$ cat src/rtl/mips_register_mem_if.sv
// Register-file access bus.
// Carries two read address/data pairs and one write port
// (address, data, enable) between a pipeline stage and the register file.
//   master : drives r_reg1/r_reg2/w_reg_addr/w_data/reg_w, receives r_data1/r_data2
//   slave  : the register file itself
interface mips_register_mem_if #(
    parameter int DATA_W = 32,
    parameter int ADDR_W = 5
);
    logic [ADDR_W-1:0] r_reg1;
    logic [ADDR_W-1:0] r_reg2;
    logic [ADDR_W-1:0] w_reg_addr;
    logic [DATA_W-1:0] w_data;
    logic              reg_w;
    logic [DATA_W-1:0] r_data1;
    logic [DATA_W-1:0] r_data2;

    modport master (
        output r_reg1, r_reg2, w_reg_addr, w_data, reg_w,
        input  r_data1, r_data2
    );

    modport slave (
        input  r_reg1, r_reg2, w_reg_addr, w_data, reg_w,
        output r_data1, r_data2
    );
endinterface

$ cat src/rtl/mips_register_mem.sv
// MIPS-style general-purpose register file: 2**ADDR_W x DATA_W registers,
// two combinational read ports and one write port that updates on the rising clock edge.
// With ZERO_R0=1, register 0 reads as zero and writes to it are dropped.
// Ports:
//   clk  : clock; writes take effect on its rising edge
//   clr  : asynchronous active-high clear of every register (overrides writes)
//   bus  : slave side of mips_register_mem_if (read addrs/data, write port)
module mips_register_mem #(
    parameter int DATA_W  = 32,
    parameter int ADDR_W  = 5,
    parameter int ZERO_R0 = 1
) (
    input  logic                clk,
    input  logic                clr,
    mips_register_mem_if.slave  bus
);
    localparam int DEPTH = 2 ** ADDR_W;

    logic [DATA_W-1:0] regs [DEPTH];
    logic              wr_en;

    // A write to R0 is discarded at the source, so R0 stays at its cleared value.
    assign wr_en = bus.reg_w && !((ZERO_R0 != 0) && (bus.w_reg_addr == '0));

    always_ff @(posedge clk or posedge clr) begin
        if (clr) begin
            for (int i = 0; i < DEPTH; i++) begin
                regs[i] <= '0;
            end
        end else if (wr_en) begin
            regs[bus.w_reg_addr] <= bus.w_data;
        end
    end

    // No write bypass: a read of the address being written returns the old
    // contents until the edge, then the new contents straight after it.
    always_comb begin
        bus.r_data1 = regs[bus.r_reg1];
        bus.r_data2 = regs[bus.r_reg2];
        if ((ZERO_R0 != 0) && (bus.r_reg1 == '0)) bus.r_data1 = '0;
        if ((ZERO_R0 != 0) && (bus.r_reg2 == '0)) bus.r_data2 = '0;
    end
endmodule

$ cat src/flat_wrapper.sv
// flat-port wrapper written by rule: the top's interface ports become plain ports
module mips_register_mem_flat 
#(
    parameter int DATA_W  = 32,
    parameter int ADDR_W  = 5,
    parameter int ZERO_R0 = 1
)
  (clk, clr, bus_r_reg1, bus_r_reg2, bus_w_reg_addr, bus_w_data, bus_reg_w, bus_r_data1, bus_r_data2);
  mips_register_mem_if #(.DATA_W(DATA_W), .ADDR_W(ADDR_W)) bus_i ();
  input  logic clk;
  input  logic clr;
  input wire logic [$bits(bus_i.r_reg1)-1:0] bus_r_reg1;
  input wire logic [$bits(bus_i.r_reg2)-1:0] bus_r_reg2;
  input wire logic [$bits(bus_i.w_reg_addr)-1:0] bus_w_reg_addr;
  input wire logic [$bits(bus_i.w_data)-1:0] bus_w_data;
  input wire logic [$bits(bus_i.reg_w)-1:0] bus_reg_w;
  output wire logic [$bits(bus_i.r_data1)-1:0] bus_r_data1;
  output wire logic [$bits(bus_i.r_data2)-1:0] bus_r_data2;
  assign bus_i.r_reg1 = bus_r_reg1;
  assign bus_i.r_reg2 = bus_r_reg2;
  assign bus_i.w_reg_addr = bus_w_reg_addr;
  assign bus_i.w_data = bus_w_data;
  assign bus_i.reg_w = bus_reg_w;
  assign bus_r_data1 = bus_i.r_data1;
  assign bus_r_data2 = bus_i.r_data2;
  mips_register_mem #(.DATA_W(DATA_W), .ADDR_W(ADDR_W), .ZERO_R0(ZERO_R0)) u_core (.clk(clk), .clr(clr), .bus(bus_i));
endmodule
$ cat config.mk
export PLATFORM = sky130hd
export DESIGN_NAME = mips_register_mem_flat
export DESIGN_NICKNAME = d
export VERILOG_FILES = /design/src/rtl/mips_register_mem_if.sv /design/src/rtl/mips_register_mem.sv /design/src/flat_wrapper.sv
export SDC_FILE = /design/constraint.sdc
export NUM_CORES = 2
export LEC_CHECK = 0
export BUFFER_PORTS_ARGS = -buffer_cell sky130_fd_sc_hd__clkbuf_2
export CELL_PAD_IN_SITES_DETAIL_PLACEMENT = 0
export CELL_PAD_IN_SITES_GLOBAL_PLACEMENT = 1
export CORE_ASPECT_RATIO = 1.75
export CORE_UTILIZATION = 30
export CTS_BUF_LIST = sky130_fd_sc_hd__clkbuf_16
export DETAILED_ROUTE_END_ITERATION = 7
export GPL_TIMING_DRIVEN = 0
export HOLD_SLACK_MARGIN = 0.06
export PLACE_DENSITY_LB_ADDON = 0.12
export SYNTH_ARGS = -nofsm -noshare
export SYNTH_HDL_FRONTEND = slang
export SYNTH_SLANG_ARGS = --single-unit
$ cat constraint.sdc
create_clock -name clk -period 35.6 [get_ports clk]
set_clock_uncertainty 0.05 [all_clocks]
set_input_delay 5.34 -clock clk [delete_from_list [all_inputs] [get_ports clk]]
set_output_delay 5.34 -clock clk [all_outputs]
set_load 0.01 [all_outputs]
Word-level counts from Yosys, hierarchy flattened --
Index checks and enable logic that the tools add are counted.
Word-level totals: bits in registers 1024, input port bits 50, output and inout port bits 64, logic and storage cells 56
Cells by class: magnitude comparators 4, mux-type cells 11, bitwise gates (word level) 3, reductions and logical operators 6
Operators by type and width (number):
- $bwmux 1024 | 1
- $bmux 32 s5 | 2
- $mux 32 | 7
- $demux 32 s5 | 1
- $ge 6x6->1 const B | 3
- $not 5->6 | 3
- $logic_not 5->1 | 3
- $lt 6x1->1 const B | 1
- $logic_and 1x1->1 | 2
- $logic_not 1->1 | 1

Logic depth before layout (Yosys ltp) --
depth after elaboration 6, mapped depth 8, depth with buffers taken out 4

Worst setup path before layout --
No wires, ideal clock.
kind input to output, start point in bus_r_reg2[0], end point out bus_r_data2[0], arrival time 6.879 ns, data required time 30.210 ns, slack 23.331 ns, cell stages on the path 6, buffers on the path 3, path through buf_2 -> buf_4 -> buf_2 -> mux4_2 -> a221oi_1 -> a211oi_1
On the way: word-level cells in the longest chain between the ends 5, elaborated cells between the ends (all ways) 6, those cells by class 4 x mux; 1 x bitwise; 1 x reduce/logical
Ends and longest elaborated chain:
- start: declaration | RTL line flat_wrapper.sv:13 | input wire logic [$bits(bus_i.r_reg2)-1:0] bus_r_reg2;
- $not 5->6 (not written as such) | RTL line mips_register_mem.sv:39 | bus.r_data2 = regs[bus.r_reg2];
- $bmux 32 s5 | RTL line mips_register_mem.sv:39
- $mux 32 (not written as such) (2 in a row) | RTL line mips_register_mem.sv:39
- $mux 32 (*) | RTL line mips_register_mem.sv:41 | if ((ZERO_R0 != 0) && (bus.r_reg2 == '0)) bus.r_data2 = '0;
- end: declaration | RTL line flat_wrapper.sv:18 | output wire logic [$bits(bus_i.r_data2)-1:0] bus_r_data2;
Mark *: on every way between the ends. The rest lies on a longest branch, timed or not. The select of a mux whose other input is x is not followed.

Worst setup path after layout --
start point in bus_r_reg1[4], end point out bus_r_data1[15]
On the way: word-level cells in the longest chain between the ends 5, elaborated cells between the ends (all ways) 6, those cells by class 4 x mux; 1 x bitwise; 1 x reduce/logical
Ends and longest elaborated chain:
- start: declaration | RTL line flat_wrapper.sv:12 | input wire logic [$bits(bus_i.r_reg1)-1:0] bus_r_reg1;
- $not 5->6 (not written as such) | RTL line mips_register_mem.sv:38 | bus.r_data1 = regs[bus.r_reg1];
- $bmux 32 s5 | RTL line mips_register_mem.sv:38
- $mux 32 (not written as such) (2 in a row) | RTL line mips_register_mem.sv:38
- $mux 32 (*) | RTL line mips_register_mem.sv:40 | if ((ZERO_R0 != 0) && (bus.r_reg1 == '0)) bus.r_data1 = '0;
- end: declaration | RTL line flat_wrapper.sv:17 | output wire logic [$bits(bus_i.r_data1)-1:0] bus_r_data1;
Marked as above.

==> impl_results.md <==
- Status: finished, violations left
- Violated checks: capacitance limit, slew limit
- Post-synth EDFFs: 0
- Sw Share: 0.316
- Layout area overhead: 13.9%
- Ys async rst share: 1.00
- Leakage power: 27.0 nW
- Setup Crit Path Kind: primary input to primary output
- Number of flip-flops under the largest register name: 1024
- Core Area: 180000 um2
- Most flop-heavy register: u_core.regs
- Post-Syn Area per Cell: 14.4 um2
- Final setup violation count: 0
- CTS hold repair buffers: 0
- RSZ-0062 raised after global routing: no
- Final HPWL DP: approximately 210000 um
- Port buffer count: 106
- Grt ovf: 0
- Warnings, synthesis: 0
- Hold_ws: roughly 430 ps
- CTS resizes: 0
- Yosys reg bits: 1024
- Setup bufs post-CTS: 0
- Largest net degree at the start of global routing: 118
- Max IR drop VDD: 0.0428 mV
- Worst setup EP type: primary output
- Slew of the pin with the lowest slew margin: approximately 1700 ps
- Vias per inst: 6.05
- Area leader, netlist: dfrtp_1
- Syn nets: 3833
- Later-pin clock latency in the skew report: 720 ps
- Filler cells: 17700
- CP arrival: 10180 ps
- Drc violations: 0
- Crit-path max FO: 10
- Ranking of synthesized cells by area: dfrtp_1, mux2_2, mux4_2
- Num CTS Buffers: 105
- Mapped cell area: 54500 um2
- Wirelength per Cell: 47.3 um
- Vias: roughly 40000
- Fmax: roughly 64 MHz
- Worst Setup Start Kind: primary input
- Yosys top cell area share: 0.470
- Finished Layout Cells: 6504
- # H-tree levels: 3
- P_int: 0.00238 W
- Gate power share: 0.225
- Worst hold path class: flip-flop to flip-flop
- Bufs on Longest Clock Path: 3
- CTS sink cnt: 1024
- Largest regs: u_core.regs x1024
- Clock power frac: 0.326
- Sw Pwr: 0.00110 W
- Initial core utilization: 0.303
- Max-slew violations: 77
- Reg clk slew, reported paths: 70 ps
- Synthesized instance count: 3783
- First-pass GRT wire length: slightly above 400000 um
- Worst EP required: 30210 ps
- Max-cap violations: 8
- Vias in the first global route: a little over 40000
- DP Area: 58700 um2
- DRT antenna net count: 0
- Most used DFF post-synth: dfrtp_1
- Initial antenna violation count: 13
- CTS Root Buffer Type: clkbuf_16
- Die span in x: about 320 um
- Design Area, Final: 62100 um2
- Sequential share of power: 0.449
- Placed cells: roughly 6300
- Chip height: 566 um
- Pwr/cell area: 56.1 nW/um2
- Share of layout cells above drive strength 1: 0.470
- Final TNS setup: 0 ps
- Total power: 0.00348 W
- Rows: roughly 210
- IO Pins: 114
- GRT Total Usage: 0.336
- Slew Limit Headroom: -0.149
- Post-Route WL: 308000 um
- Register area share after synthesis: 0.470
- Final hold vios: 0
- Synth unique cells: 40
- CTS tree: built
- Pre-antenna DRT Iters: 7
- Final critical-path required period: 15570 ps
- Fin nets: slightly above 4000
- Fin crit share: 0.437
- Initial drt markers: 3555
- RD Place Congestion: 0.948
- Die Area: 184000 um2
## final cells by class
| type | count | area, um2 | share of cell area |
|---|---|---|---|
| multi-input cells | 2317 | 26900 | 0.434 |
| flip-flops and latches | 1024 | 25600 | 0.413 |
| well taps | 2392 | 2990 | 0.0482 |
| clock buffers | 107 | 2680 | 0.0431 |
| plain buffers | 439 | 2060 | 0.0331 |
| repair buffers | 137 | 1160 | 0.0187 |
| clock inverters | 83 | 602 | 0.00969 |
| inverters | 3 | 18.8 | 0.000302 |
| diodes | 2 | 5.00 | 0.0000806 |
## cell usage in the layout (no fill, tap or decap), types with 37 or more instances in the layout
master | netlist | layout
clkbuf_1 | 230 | 176
clkbuf_16 | 0 | 107
nand2_1 | 100 | 100
mux2i_1 | 320 | 320
clkbuf_2 | 0 | 160
buf_4 | 42 | 45
a211oi_1 | 64 | 64
mux4_2 | 352 | 352
a22oi_1 | 64 | 64
buf_2 | 123 | 129
mux2_2 | 1053 | 1053
o21ai_0 | 50 | 50
o221ai_1 | 64 | 64
dfrtp_1 | 1024 | 1024
nor2b_1 | 37 | 37
a221oi_1 | 54 | 50
## power groups by stage
stage	Combinational [W]	Clock [W]	Sequential (W)
floorplan	0.000523	0	0.00151
CTS	0.000778	0.00115	0.00156
global route	0.000816	0.00119	0.00159
global placement	0.000760	0	0.00158
finish	0.000785	0.00113	0.00157
detailed placement	0.000776	0	0.00158
## through the flow
stage	setup slack (ps)	utilization
floorplan	1390	-
global placement	-13170	0.322
detailed placement	20230	0.326
CTS	20220	0.344
global route	20270	0.345
finish	20030	0.345
## layer usage
metal  vias up  wire [um]  GRT usage
met4        10      31700      0.285
li1      15100          -          -
met3       803      19800     0.0680
met5         -         69          0
met2      1883     149000      0.554
met1     21600     107000      0.367
## cells by family after synthesis
kind of cell | Yosys count | synth area share
multiplexers | 1728 | 0.422
AND/OR/NAND/NOR | 215 | 0.0200
flip-flops | 1024 | 0.470
buffers and inverters | 442 | 0.0366
AO/OA/AOI/OAI | 374 | 0.0512
## path summary, 6_finish.rpt
kind,endpoint,slack (ps),from,cells after the start
max,bus_r_data1[15],20030,bus_r_reg1[4],8
max reg2reg,u_core.regs[588],34690,u_core.regs[588],1
min in group asynchronous,u_core.regs[647],4620,clr,2
min,u_core.regs[1014],430,u_core.regs[1014],1
min reg2reg,u_core.regs[1014],430,u_core.regs[1014],1
max in group asynchronous,u_core.regs[376],28960,clr,5
## cells in the mapped netlist, types with 2 or more instances
cell type	instances
mux2i_1	320
o21ai_1	4
o21ai_0	50
mux4_2	352
and3_1	2
nor3b_1	3
inv_1	3
nor2b_1	37
nand2_1	100
a311oi_1	32
a221oi_1	54
nor2_1	18
a22oi_1	64
or3b_2	2
or2_2	2
nand2b_1	2
a21oi_1	32
buf_1	40
nand4_1	33
buf_2	123
dfrtp_1	1024
clkbuf_1	230
nand3_1	2
buf_4	42
nand3b_1	5
buf_6	2
mux2_1	3
o221ai_1	64
o2111ai_1	10
mux2_2	1053
a211oi_1	64
nand4b_1	2
clkbuf_4	2
## critical path: stages
cell and delay [ps]:
clkbuf_1 960, or2_2 250, clkbuf_1 540, or4_1 530
clkbuf_1 970, o21ai_0 210, a311oi_1 1030, clkbuf_2 300
Note: power is estimated with default switching activity, not from simulation.
